File: src/rtl/lpm_ram_burst_reader.sv
`default_nettype none
// ============================================================================
// Module   : lpm_ram_burst_reader
// Brief    : Burst read initiator for an LPM RAM read port, returning words on
//            a valid/ready stream through a credit-limited skid FIFO.
//            Optional abort port: define LPM_RAM_BURST_READER_ABORT_EN.
// Revision : 1.0 - initial release
// ============================================================================
module lpm_ram_burst_reader #(
    parameter        lpm_type     = "lpm_ram_burst_reader",
    parameter int    lpm_width    = 1,
    parameter int    lpm_widthad  = 1,
    parameter int    lpm_numwords = 1 << lpm_widthad,
    parameter int    rd_latency   = 2
) (
    input  logic                   clock,
    input  logic                   aclr,
    input  logic                   start,
`ifdef LPM_RAM_BURST_READER_ABORT_EN
    input  logic                   abort,
`endif
    input  logic [lpm_widthad-1:0] base_addr,
    input  logic [lpm_widthad:0]   length,
    output logic                   busy,
    output logic                   done,
    output logic [lpm_widthad-1:0] rdaddress,
    output logic                   rden,
    input  logic [lpm_width-1:0]   ram_q,
    output logic [lpm_width-1:0]   q,
    output logic                   q_valid,
    input  logic                   q_ready
);

    localparam int c_depth = rd_latency + 2;
    localparam int c_cnt_w = $clog2(c_depth + 1);
    localparam int c_ptr_w = $clog2(c_depth);
    localparam int c_sum_w = c_cnt_w + 1;
    localparam logic [lpm_widthad-1:0] c_last_addr = lpm_widthad'(lpm_numwords - 1);
    localparam logic [c_ptr_w-1:0]     c_last_ptr  = c_ptr_w'(c_depth - 1);
    localparam logic [c_sum_w-1:0]     c_credits   = c_sum_w'(c_depth);

    generate
        if (rd_latency < 1 || rd_latency > 2 || lpm_numwords < 1 ||
            lpm_numwords > (1 << lpm_widthad) ||
            lpm_type != "lpm_ram_burst_reader") begin : g_param_check
            $error("lpm_ram_burst_reader: illegal parameter set");
        end
    endgenerate

    typedef enum logic [1:0] {
        S_IDLE  = 2'd0,
        S_ISSUE = 2'd1,
        S_DRAIN = 2'd2,
        S_ABORT = 2'd3
    } state_t;

    state_t                 r_state;
    state_t                 w_state_nxt;

    logic [lpm_widthad-1:0] r_addr;
    logic [lpm_widthad-1:0] r_last_addr;
    logic [lpm_widthad:0]   r_remain;
    logic                   r_zero_done;
    logic [rd_latency:1]    r_rd_pipe;
    logic [c_cnt_w-1:0]     r_inflight;
    logic [c_cnt_w-1:0]     r_count;
    logic [c_ptr_w-1:0]     r_wr_ptr;
    logic [c_ptr_w-1:0]     r_rd_ptr;
    logic [lpm_width-1:0]   r_mem [c_depth];

    logic                   w_abort_req;
    logic                   w_q_valid;
    logic                   w_pop;
    logic                   w_tap;
    logic [c_sum_w-1:0]     w_occ_sum;
    logic                   w_room;
    logic                   w_drain_done;
    logic                   w_abort_done;
    logic                   w_done_now;
    logic                   w_busy;
    logic                   w_abort_now;
    logic                   w_issue;
    logic                   w_discard;
    logic                   w_push;
    logic                   w_accept;
    logic                   w_len_zero;

`ifdef LPM_RAM_BURST_READER_ABORT_EN
    assign w_abort_req = abort;
`else
    assign w_abort_req = 1'b0;
`endif

    // Credit check counts words already buffered plus reads still in the RAM
    // pipe, so every issued read is guaranteed a FIFO slot when it lands.
    assign w_q_valid    = (r_count != '0);
    assign w_pop        = w_q_valid & q_ready;
    assign w_tap        = r_rd_pipe[rd_latency];
    assign w_occ_sum    = {1'b0, r_count} + {1'b0, r_inflight};
    assign w_room       = (w_occ_sum < c_credits);
    assign w_drain_done = (r_state == S_DRAIN) && (r_inflight == '0) && !w_q_valid;
    assign w_abort_done = (r_state == S_ABORT) && (r_inflight == '0);
    assign w_done_now   = w_drain_done | w_abort_done;
    assign w_busy       = (r_state != S_IDLE) && !w_done_now;
    assign w_abort_now  = w_abort_req && w_busy && (r_state != S_ABORT);
    assign w_issue      = (r_state == S_ISSUE) && w_room && !w_abort_now;
    assign w_discard    = w_abort_now || (r_state == S_ABORT);
    assign w_push       = w_tap && !w_discard;
    assign w_accept     = start && ((r_state == S_IDLE) || w_done_now);
    assign w_len_zero   = (length == '0);

    always_comb begin
        w_state_nxt = r_state;
        case (r_state)
            S_IDLE: begin
                if (w_accept && !w_len_zero) begin
                    w_state_nxt = S_ISSUE;
                end
            end
            S_ISSUE: begin
                if (w_abort_now) begin
                    w_state_nxt = S_ABORT;
                end else if (w_issue && (r_remain == (lpm_widthad+1)'(1))) begin
                    w_state_nxt = S_DRAIN;
                end
            end
            S_DRAIN, S_ABORT: begin
                if (w_abort_now) begin
                    w_state_nxt = S_ABORT;
                end else if (w_done_now) begin
                    w_state_nxt = (w_accept && !w_len_zero) ? S_ISSUE : S_IDLE;
                end
            end
            default: w_state_nxt = S_IDLE;
        endcase
    end

    always_ff @(posedge clock or posedge aclr) begin
        if (aclr) begin
            r_state <= S_IDLE;
        end else begin
            r_state <= w_state_nxt;
        end
    end

    always_ff @(posedge clock or posedge aclr) begin
        if (aclr) begin
            r_addr      <= '0;
            r_last_addr <= '0;
            r_remain    <= '0;
            r_zero_done <= 1'b0;
            r_rd_pipe   <= '0;
            r_inflight  <= '0;
        end else begin
            r_zero_done <= w_accept && w_len_zero;
            if (w_accept && !w_len_zero) begin
                r_addr   <= base_addr;
                r_remain <= length;
            end else if (w_issue) begin
                r_addr      <= (r_addr == c_last_addr) ? '0 : r_addr + 1'b1;
                r_remain    <= r_remain - 1'b1;
                r_last_addr <= r_addr;
            end
            r_rd_pipe[1] <= w_issue;
            for (int k = 2; k <= rd_latency; k++) begin
                r_rd_pipe[k] <= r_rd_pipe[k-1];
            end
            r_inflight <= r_inflight + c_cnt_w'(w_issue) - c_cnt_w'(w_tap);
        end
    end

    // FIFO bookkeeping; an abort flushes the buffered words in one cycle.
    always_ff @(posedge clock or posedge aclr) begin
        if (aclr) begin
            r_count  <= '0;
            r_wr_ptr <= '0;
            r_rd_ptr <= '0;
        end else if (w_abort_now) begin
            r_count  <= '0;
            r_wr_ptr <= '0;
            r_rd_ptr <= '0;
        end else begin
            r_count <= r_count + c_cnt_w'(w_push) - c_cnt_w'(w_pop);
            if (w_push) begin
                r_wr_ptr <= (r_wr_ptr == c_last_ptr) ? '0 : r_wr_ptr + 1'b1;
            end
            if (w_pop) begin
                r_rd_ptr <= (r_rd_ptr == c_last_ptr) ? '0 : r_rd_ptr + 1'b1;
            end
        end
    end

    always_ff @(posedge clock) begin
        if (w_push) begin
            r_mem[r_wr_ptr] <= ram_q;
        end
    end

    assign busy      = w_busy;
    assign done      = w_done_now | r_zero_done;
    assign rden      = w_issue;
    assign rdaddress = w_issue ? r_addr : r_last_addr;
    assign q_valid   = w_q_valid;
    assign q         = w_q_valid ? r_mem[r_rd_ptr] : '0;

endmodule
`default_nettype wire

File: config.mk
export PLATFORM = sky130hd
export DESIGN_NAME = lpm_ram_burst_reader
export DESIGN_NICKNAME = d
export VERILOG_FILES = /design/src/rtl/lpm_ram_burst_reader.sv
export SDC_FILE = /design/constraint.sdc
export NUM_CORES = 1
export LEC_CHECK = 0
export CAP_MARGIN = 15
export CORE_ASPECT_RATIO = 1.25
export CORE_MARGIN = 4
export CORE_UTILIZATION = 25
export CTS_CLUSTER_SIZE = 40
export DETAILED_ROUTE_END_ITERATION = 10
export PLACE_DENSITY = 0.52
export SLEW_MARGIN = 40
export SYNTH_ARGS = -nofsm -noshare
export SYNTH_HDL_FRONTEND = slang
export SYNTH_SLANG_ARGS = --single-unit
File: constraint.sdc
create_clock -name clock -period 2 [get_ports clock]
set_input_delay 0.2 -clock clock [delete_from_list [all_inputs] [get_ports clock]]
set_output_delay 0.2 -clock clock [all_outputs]
set_load 0.01 [all_outputs]
**Word level (Yosys, flattened, before mapping)**

Memory sizes are Yosys's and may differ from the RTL's.
Cells that the tools add are included.

- Input port bits: 8
- Memory bits (writable): 4
- Logic and storage cells: 72
- Memories: 1
- Output and inout bits: 6
- Register bits after elaboration: 19

- Reduce and logical (&&, ||, !) cells: 23
- Add/sub/neg operators: 9
- Eq/ne operators: 9
- Multiplexer cells: 16
- Order comparisons: 1
- Bitwise operators: 3

Memories:

| memory | depth | bits a word | read ports | clocked after memory_dff | wr ports | line | text |
|---|---|---|---|---|---|---|---|
| r_mem | 4 | 1 | 1 | 0 | 1 | 69 | `logic [lpm_width-1:0] r_mem [c_depth];` |

Operators by type and width:

| kind | count |
|---|---|
| $mux W2 | 7 |
| $logic_and A1 B1 Y1 | 10 |
| $eq A2 B2 Y1 const B | 4 |
| $mux W1 | 8 |
| $add A3 B1 Y3 | 2 |
| $pmux W2 S3 | 1 |
| $sub A3 B1 Y3 | 2 |
| $add A2 B1 Y2 const B | 2 |
| $add A3 B3 Y4 | 1 |
| $eq A2 B1 Y1 const B | 2 |
| $logic_not A1 Y1 | 4 |
| $logic_not A2 Y1 | 2 |
| $lt A4 B3 Y1 const B | 1 |
| $ne A2 B1 Y1 const B | 2 |
| $reduce_bool A2 Y1 | 2 |
| $logic_not A3 Y1 | 1 |
| $reduce_and A3 Y1 | 1 |
| $reduce_bool A3 Y1 | 1 |
| $ne A2 B2 Y1 const B | 1 |
| $or A1 B1 Y1 | 2 |
| $reduce_or A2 Y1 | 1 |
| $sub A2 B1 Y2 const B | 1 |
| $add A1 B1 Y1 const B | 1 |
| $and A1 B1 Y1 | 1 |
| $logic_or A1 B1 Y1 | 1 |

**Logic depth before layout (Yosys ltp)**

Gate-level depths: netlist of the first run.

- Depth in word-level cells: 10
- Mapped depth: 10
- Gate-level depth less buffers: 10

**Worst setup path before layout of the first run**

Ideal clock, no wire load.

- Kind: reg2reg
- From: register r_count[2]
- To: register r_count[2]
- Arrival time: 2.068 ns
- Clock period less this slack: 2.193 ns
- Slack: -0.193 ns
- Stages on the path, launching flop included: 11
- Data required time: 1.875 ns
- Path through: dfrtp_1 nor3_4 inv_1 nand2_1 inv_1 ha_1 inv_1 ha_1 fa_1 xor2_1 xnor2_1

- Cells in the longest elaborated chain, start to end: 3
- Elaborated cells on any way between the ends: 4
- Classes of those cells: add/sub: 2; bitwise: 1; reduce/logical: 1

Ends and longest elaborated chain:

| element | line | text |
|---|---|---|
| start, declared | 66 | `logic [c_cnt_w-1:0] r_count;` |
| start signal, assigned | 183 | `r_count <= r_count + c_cnt_w'(w_push) - c_cnt_w'(w_pop);` |
| $reduce_bool A3 Y1 | 96 | `assign w_q_valid = (r_count != '0);` |
| net q_valid | 30 | `output logic q_valid,` |
| $and A1 B1 Y1 | 97 | `assign w_pop = w_q_valid & q_ready;` |
| net w_pop | 73 | `logic w_pop;` |
| $sub A3 B1 Y3 | 183 |  |

The timed path passes the listed nets, and every way through them passes these cells.
A chain may end at the register's enable or synchronous reset.

**Final worst setup path of the first run**

- From: register r_inflight[1]
- To: register r_inflight[2]

- Cells in the longest elaborated chain, start to end: 5

Ends and longest elaborated chain:

| element | line | text |
|---|---|---|
| start, declared | 65 | `logic [c_cnt_w-1:0] r_inflight;` |
| start signal, assigned | 168 | `r_inflight <= r_inflight + c_cnt_w'(w_issue) - c_cnt_w'(w_tap);` |
| $add A3 B3 Y4 | 99 | `assign w_occ_sum = {1'b0, r_count} + {1'b0, r_inflight};` |
| $lt A4 B3 Y1 | 100 | `assign w_room = (w_occ_sum < c_credits);` |
| $logic_and A1 B1 Y1 | 106 | `assign w_issue = (r_state == S_ISSUE) && w_room && !w_abort_now;` |
| $add A3 B1 Y3 (*) | 168 |  |
| $sub A3 B1 Y3 (*) | 168 |  |

Every way passes the cells marked *; elsewhere a longest branch is shown, timed or not.

==> metrics.yaml, run 1 <==
synth_top_family_by_area: "adder cells"
switching_share_pct: 36.4
wl_per_cell_um: 11.6
hpwl_um: 1710
grt_usage_pct: 8.71
intPower_mw: 1.67
cp.required_ps: 2160
cts.clk_slew.worst_paths_ps: 80
yosysWarnings: 0
rsz0062_at_grt: "yes"
slew_violations: 0
ys_seq_area_share_pct: 47.7
synthMuxAreaShare_pct: 6.51
cellPowerDensity_nw_per_um2: 1550
port_buffers: 13
pwr-share-clk_pct: 11.3
p_leak_nw: 0.755
core_um2: 4800
max_freq_mhz: 481
syn_area_um2: 1250
min_path_type: "input port to asynchronous set/reset pin"
start_util_pct: 26.0
post-route-period-util_pct: 104
clockBufferDepth: 2
drive_above_1_share_pct: 38.5
hold_viol: 0
antenna_found_initial: 0
synth_top_cell_area_share_pct: 38.1
ir_worst_vdd_uv: 966
synth_largest_area_cell: "dfrtp_1"
crit_fanout: 3
ant_nets: 0
ys_seq_elements: 23
die_x_um: 71.2
ctsHoldBuffers: 0
startpoint_type: "flop"
slew_headroom_pct: 78.1
grt_pass1_vias: 973
routed_wl_um: 2270
status: "finished, violations left"
cts-root-buf: "clkbuf_8"
htreeDepth: 1
setup_ws_ps: -79.0
place_congestion: 0.750
synth-compound-area-share_pct: 6.41
drc: 0
worstMarginPinSlew_ps: 325
synth_area_per_cell_um2: 12.4
overflow: 0
final_nets: 158
post_drt_via_cell_ratio: 4.21
cts_tree: "yes"
crit_path_end_kind: "flop"
via_count: 820
fin_crit_ps: 2080
cp.arrival_ps: 2240
rows: 28
worst-setup-path-type: "flop to flop"
synth_area_leaders: "dfrtp_1, ha_1, edfxtp_1"
setup_viol: 3
dpl_cell_area_um2: 1580
final_area_um2: 1690
ios: 14
antenna_cells: 0
fill_cells: 463
numCtsBuffers: 3
synth_fa_ha_area_share_pct: 15.2
area_growth_pct: 35.7
ys_types: 32
fp.dieH_um: 87.0
violations: "negative setup slack"
p_sw_mw: 0.953
skew_ps: 2.38
cts.sinks: 23
synthXorXnorAreaFrac_pct: 4.21
first_pass_iters: 2
power_frac_comb_pct: 57.1
syn_inst: 101
maxCapViolCount: 0
grt_pass1_wl_um: 4230
grt_max_degree: 20
dieArea_um2: 6200
p_seq_share_pct: 31.6
clkLatencyLatePin_ps: 270
yosys.area_share.simple_pct: 14.8
drt_iter0_markers: 20
syn-num-nets: 123
final_core_util_pct: 35.3
## registers in the layout (all words and copies together), names as in the netlist, 2 cells and up
register    flops
r_wr_ptr        2
r_count         3
r_rd_ptr        2
r_inflight      3
r_mem           4
r_rd_pipe       2
r_state         2
r_remain        2
## cell usage after synthesis, drive strengths merged
| master | instances |
|---|---|
| a21boi | 1 |
| a21o | 2 |
| and2 | 5 |
| and2b | 1 |
| and3 | 1 |
| buf | 1 |
| dfrtp | 19 |
| edfxtp | 4 |
| fa | 2 |
| ha | 12 |
| inv | 14 |
| mux2 | 4 |
| mux2i | 1 |
| mux4 | 1 |
| nand2 | 7 |
| nand2b | 2 |
| nand3 | 1 |
| nor2 | 4 |
| nor3 | 2 |
| nor4 | 1 |
| nor4b | 2 |
| o21ai | 4 |
| o22ai | 3 |
| or3 | 1 |
| xnor2 | 4 |
| xor2 | 2 |
## metrics by stage
stage	hold slack [ps]	total power, mW	setup WS (ps)	cells	setup TNS (ps)
6_report	258	2.62	-79.0	195	-139
5_1_grt	295	2.88	-197	195	-557
4_1_cts	269	2.64	-234	196	-652
3_5_place_dp	339	2.21	-144	187	-360
3_3_place_gp	336	2.16	-152	187	-329
2_1_floorplan	151	1.71	-78.8	101	-155
## final timing paths
check / startpoint / endpoint / slack [ps] / depth (start not counted)
worst max register to register: r_inflight[1] / r_inflight[2] / -80 / 9
worst min register to register: r_rd_pipe[1] / r_rd_pipe[2] / 360 / 0
max in group asynchronous: aclr / r_inflight[1] / 1510 / 3
worst min-delay path: aclr / r_rd_ptr[1] / 260 / 3
worst max-delay path: r_inflight[1] / r_inflight[2] / -80 / 9
min in group clock: r_rd_pipe[1] / r_rd_pipe[2] / 360 / 0
## placed cells by master, fill, tap and decap left out, drive strengths merged, types with 3 or more instances in the layout
cell | synthesis | routed
and2 | 5 | 5
buf | 1 | 20
clkbuf | 0 | 4
clkdlybuf4s50 | 0 | 8
dfrtp | 19 | 19
dlygate4sd2 | 0 | 3
edfxtp | 4 | 4
ha | 12 | 12
inv | 14 | 14
mux2 | 4 | 4
nand2 | 7 | 7
nor2 | 4 | 4
o21ai | 4 | 4
o22ai | 3 | 3
xnor2 | 4 | 4
## timing repair
action / in CTS / in global routing
endpoints found under the setup margin: 9 / 5
setup buffers: 5 / 0
hold endpoints to repair: 0 / 0
resized for setup: 23 / 3
pin swaps: 7 / 2
## metal layers
metal	track usage, %	vias to the layer above	routed length (um)
met5	0	-	0
met4	2.39	0	19
met3	2.77	5	113
met2	16.7	16	1240
met1	8.90	395	896
li1	-	404	-
## worst max-delay path: stages, from the launching register on
cell	delay (ps)
dfrtp_2	410
ha_2	180
nor4_2	270
and3_4	250
buf_6	100
ha_4	120
inv_2	30
fa_2	340
xnor2_2	150
xnor2_1	120
## cells by family after synthesis
kind of cell             count (synthesis)
AO/OA/AOI/OAI                           10
XOR/XNOR                                 6
adder cells (fa/ha/maj)                 14
buffers and inverters                   15
flip-flops                              23
multiplexers                             6
AND/OR/NAND/NOR                         27
## power by group through the flow
stage	clock [mW]	combinational [mW]	sequential [mW]
after global routing	0.333	1.69	0.859
after CTS	0.307	1.51	0.829
after detailed placement	0	1.37	0.840
after global placement	0	1.33	0.826
final	0.296	1.49	0.828
after floorplan	0	0.855	0.850
## final cells by class
cell class | count | area (um^2) | share of cell area (%)
flip-flops and latches | 23 | 597 | 35.2
clock buffers | 4 | 45.0 | 2.66
repair buffers | 31 | 265 | 15.7
inverters | 14 | 52.6 | 3.10
well taps | 60 | 75.1 | 4.43
multi-input cells | 63 | 659 | 38.9
Note: power is estimated with default switching activity, not from simulation.
==> run 2: changes to the inputs <==
==> constraint.sdc (replaced) <==
create_clock -name clock -period 2 [get_ports clock]
set_input_delay 0.2 -clock clock [delete_from_list [all_inputs] [get_ports clock]]
set_output_delay 0.2 -clock clock [all_outputs]
set_load 0.02 [all_outputs]
==> run 2 against run 1 <==
The run still ends with negative setup slack left; wire length shrank 5.6%; combinational power is essentially flat; hold slack gained 4.7 ps.
==> metrics.yaml, run 2 (synthesis gave the netlist of run 1 again) <==
fp.dieH_um: 87.0
core_um2: 4800
setup_ws_ps: -84.2
startpoint_type: "flop"
largest_reg_flops: 4
slew_violations: 0
setup_viol: 3
grt_pass1_wl_um: 4000
violations: "negative setup slack"
ir_worst_vdd_uv: 742
hpwl_um: 1750
drt_iter0_markers: 8
cts.clk_slew.worst_paths_ps: 80
die_x_um: 71.2
cellPowerDensity_nw_per_um2: 1550
cts.sinks: 23
wl_per_cell_um: 11.0
drc: 0
final_common_cell: "dfrtp_1"
crit_path_end_kind: "flop"
ant_nets: 0
cts_tree: "yes"
numCtsBuffers: 3
fin_crit_ps: 2080
skew_ps: 6.34
first_pass_iters: 4
rows: 28
maxCapViolCount: 0
worstMarginPinSlew_ps: 323
htreeDepth: 1
via_count: 824
grt_pass1_vias: 947
hold_viol: 0
clockBufferDepth: 2
fill_cells: 480
top_register: "r_mem"
place_congestion: 0.752
whs_ps: 263
area_growth_pct: 34.4
ios: 14
antenna_cells: 0
reg_top3: "r_mem: 4 flops, r_count: 3 flops, r_inflight: 3 flops"
max_freq_mhz: 480
post_drt_via_cell_ratio: 4.23
start_util_pct: 26.0
drive_above_1_share_pct: 38.5
cp.arrival_ps: 2260
crit_fanout: 2
final_cell_mix: "dfrtp_1, buf_4, inv_1"
routed_wl_um: 2140
clkLatencyLatePin_ps: 260
fin_tns_setup_ps: -215
post-route-period-util_pct: 104
dieArea_um2: 6200
antenna_found_initial: 0
final_nets: 158
overflow: 0
p_leak_nw: 0.753
grt_usage_pct: 7.92
worst-setup-path-type: "flop to flop"
min_path_type: "input port to asynchronous set/reset pin"
grt_max_degree: 20
final_core_util_pct: 35.0
status: "finished, violations left"
rsz0062_at_grt: "yes"
cp.required_ps: 2180
cts-root-buf: "clkbuf_8"
slew_headroom_pct: 78.2
port_buffers: 13
## run 2: cell types whose count changed in the layout (fill, tap and decap cells not counted), sizes merged
cell         delta
clkbuf          +2
dlygate4sd2     -2
## run 2: repair_timing
item | 4_1_cts | 5_1_grt
resized for setup | 10 | 17
setup buffers | 1 | 2
pin swaps | 2 | 8
hold buffers | 0 | 0
setup endpoints to repair | 9 | 9
## run 2: worst max-delay path, stage by stage, from the launching register on
cell and delay [ps]:
dfrtp_1 400, buf_6 130, nor3_4 190, inv_2 60, nand2_2 80, inv_2 40, ha_4 250, inv_2 40
ha_4 150, fa_2 330, xor2_1 180, xnor2_1 170
## run 2: path summary, 6_finish.rpt
| check | startpoint | end | slack (ps) | cells after the start |
|---|---|---|---|---|
| max | r_count[1] | r_count[2] | -80 | 11 |
| min | aclr | r_rd_ptr[0] | 260 | 3 |
| max reg2reg | r_count[1] | r_count[2] | -80 | 11 |
| min reg2reg | r_rd_pipe[1] | r_rd_pipe[2] | 350 | 0 |
| max in group asynchronous | aclr | r_inflight[1] | 1500 | 3 |
| min in group clock | r_rd_pipe[1] | r_rd_pipe[2] | 350 | 0 |
## run 2: area by class of cell
type	count	area (um^2)	area share, %
Tap cell	60	75.1	4.47
Timing Repair Buffer	31	260	15.5
Multi-Input combinational cell	63	648	38.6
Sequential cell	23	597	35.6
Clock buffer	4	45.0	2.68
Inverter	14	52.6	3.13
## run 2: report_power, final
| group | leakage [nW] | switching [mW] | internal [mW] |
|---|---|---|---|
| clock network | 0.0228 | 0.141 | 0.142 |
| registers | 0.265 | 0.154 | 0.675 |
| logic | 0.465 | 0.674 | 0.821 |
## run 2: through the flow
| step | std cells | worst slack, ps | instance area, um^2 | total power, mW |
|---|---|---|---|---|
| after floorplan | 101 | -112 | 1280 | 1.76 |
| after global routing | 195 | -245 | 1680 | 2.86 |
| after detailed placement | 188 | -149 | 1590 | 2.27 |
| after global placement | 188 | -107 | 1590 | 2.21 |
| final | 195 | -84.2 | 1680 | 2.61 |
| after CTS | 193 | -149 | 1640 | 2.56 |
## run 2: routing by layer
metal	global-route usage, %	part of all wire, %
met1	9.06	42
met2	14.5	53
met3	1.96	4.3
met4	2.05	0.56
met5	0	0
==> run 3: changes to the inputs <==
SLEW_MARGIN = 0   (was 40)
==> results of run 3 <==
Same layout as run 2: the final DEF is identical, and so are final timing and power.
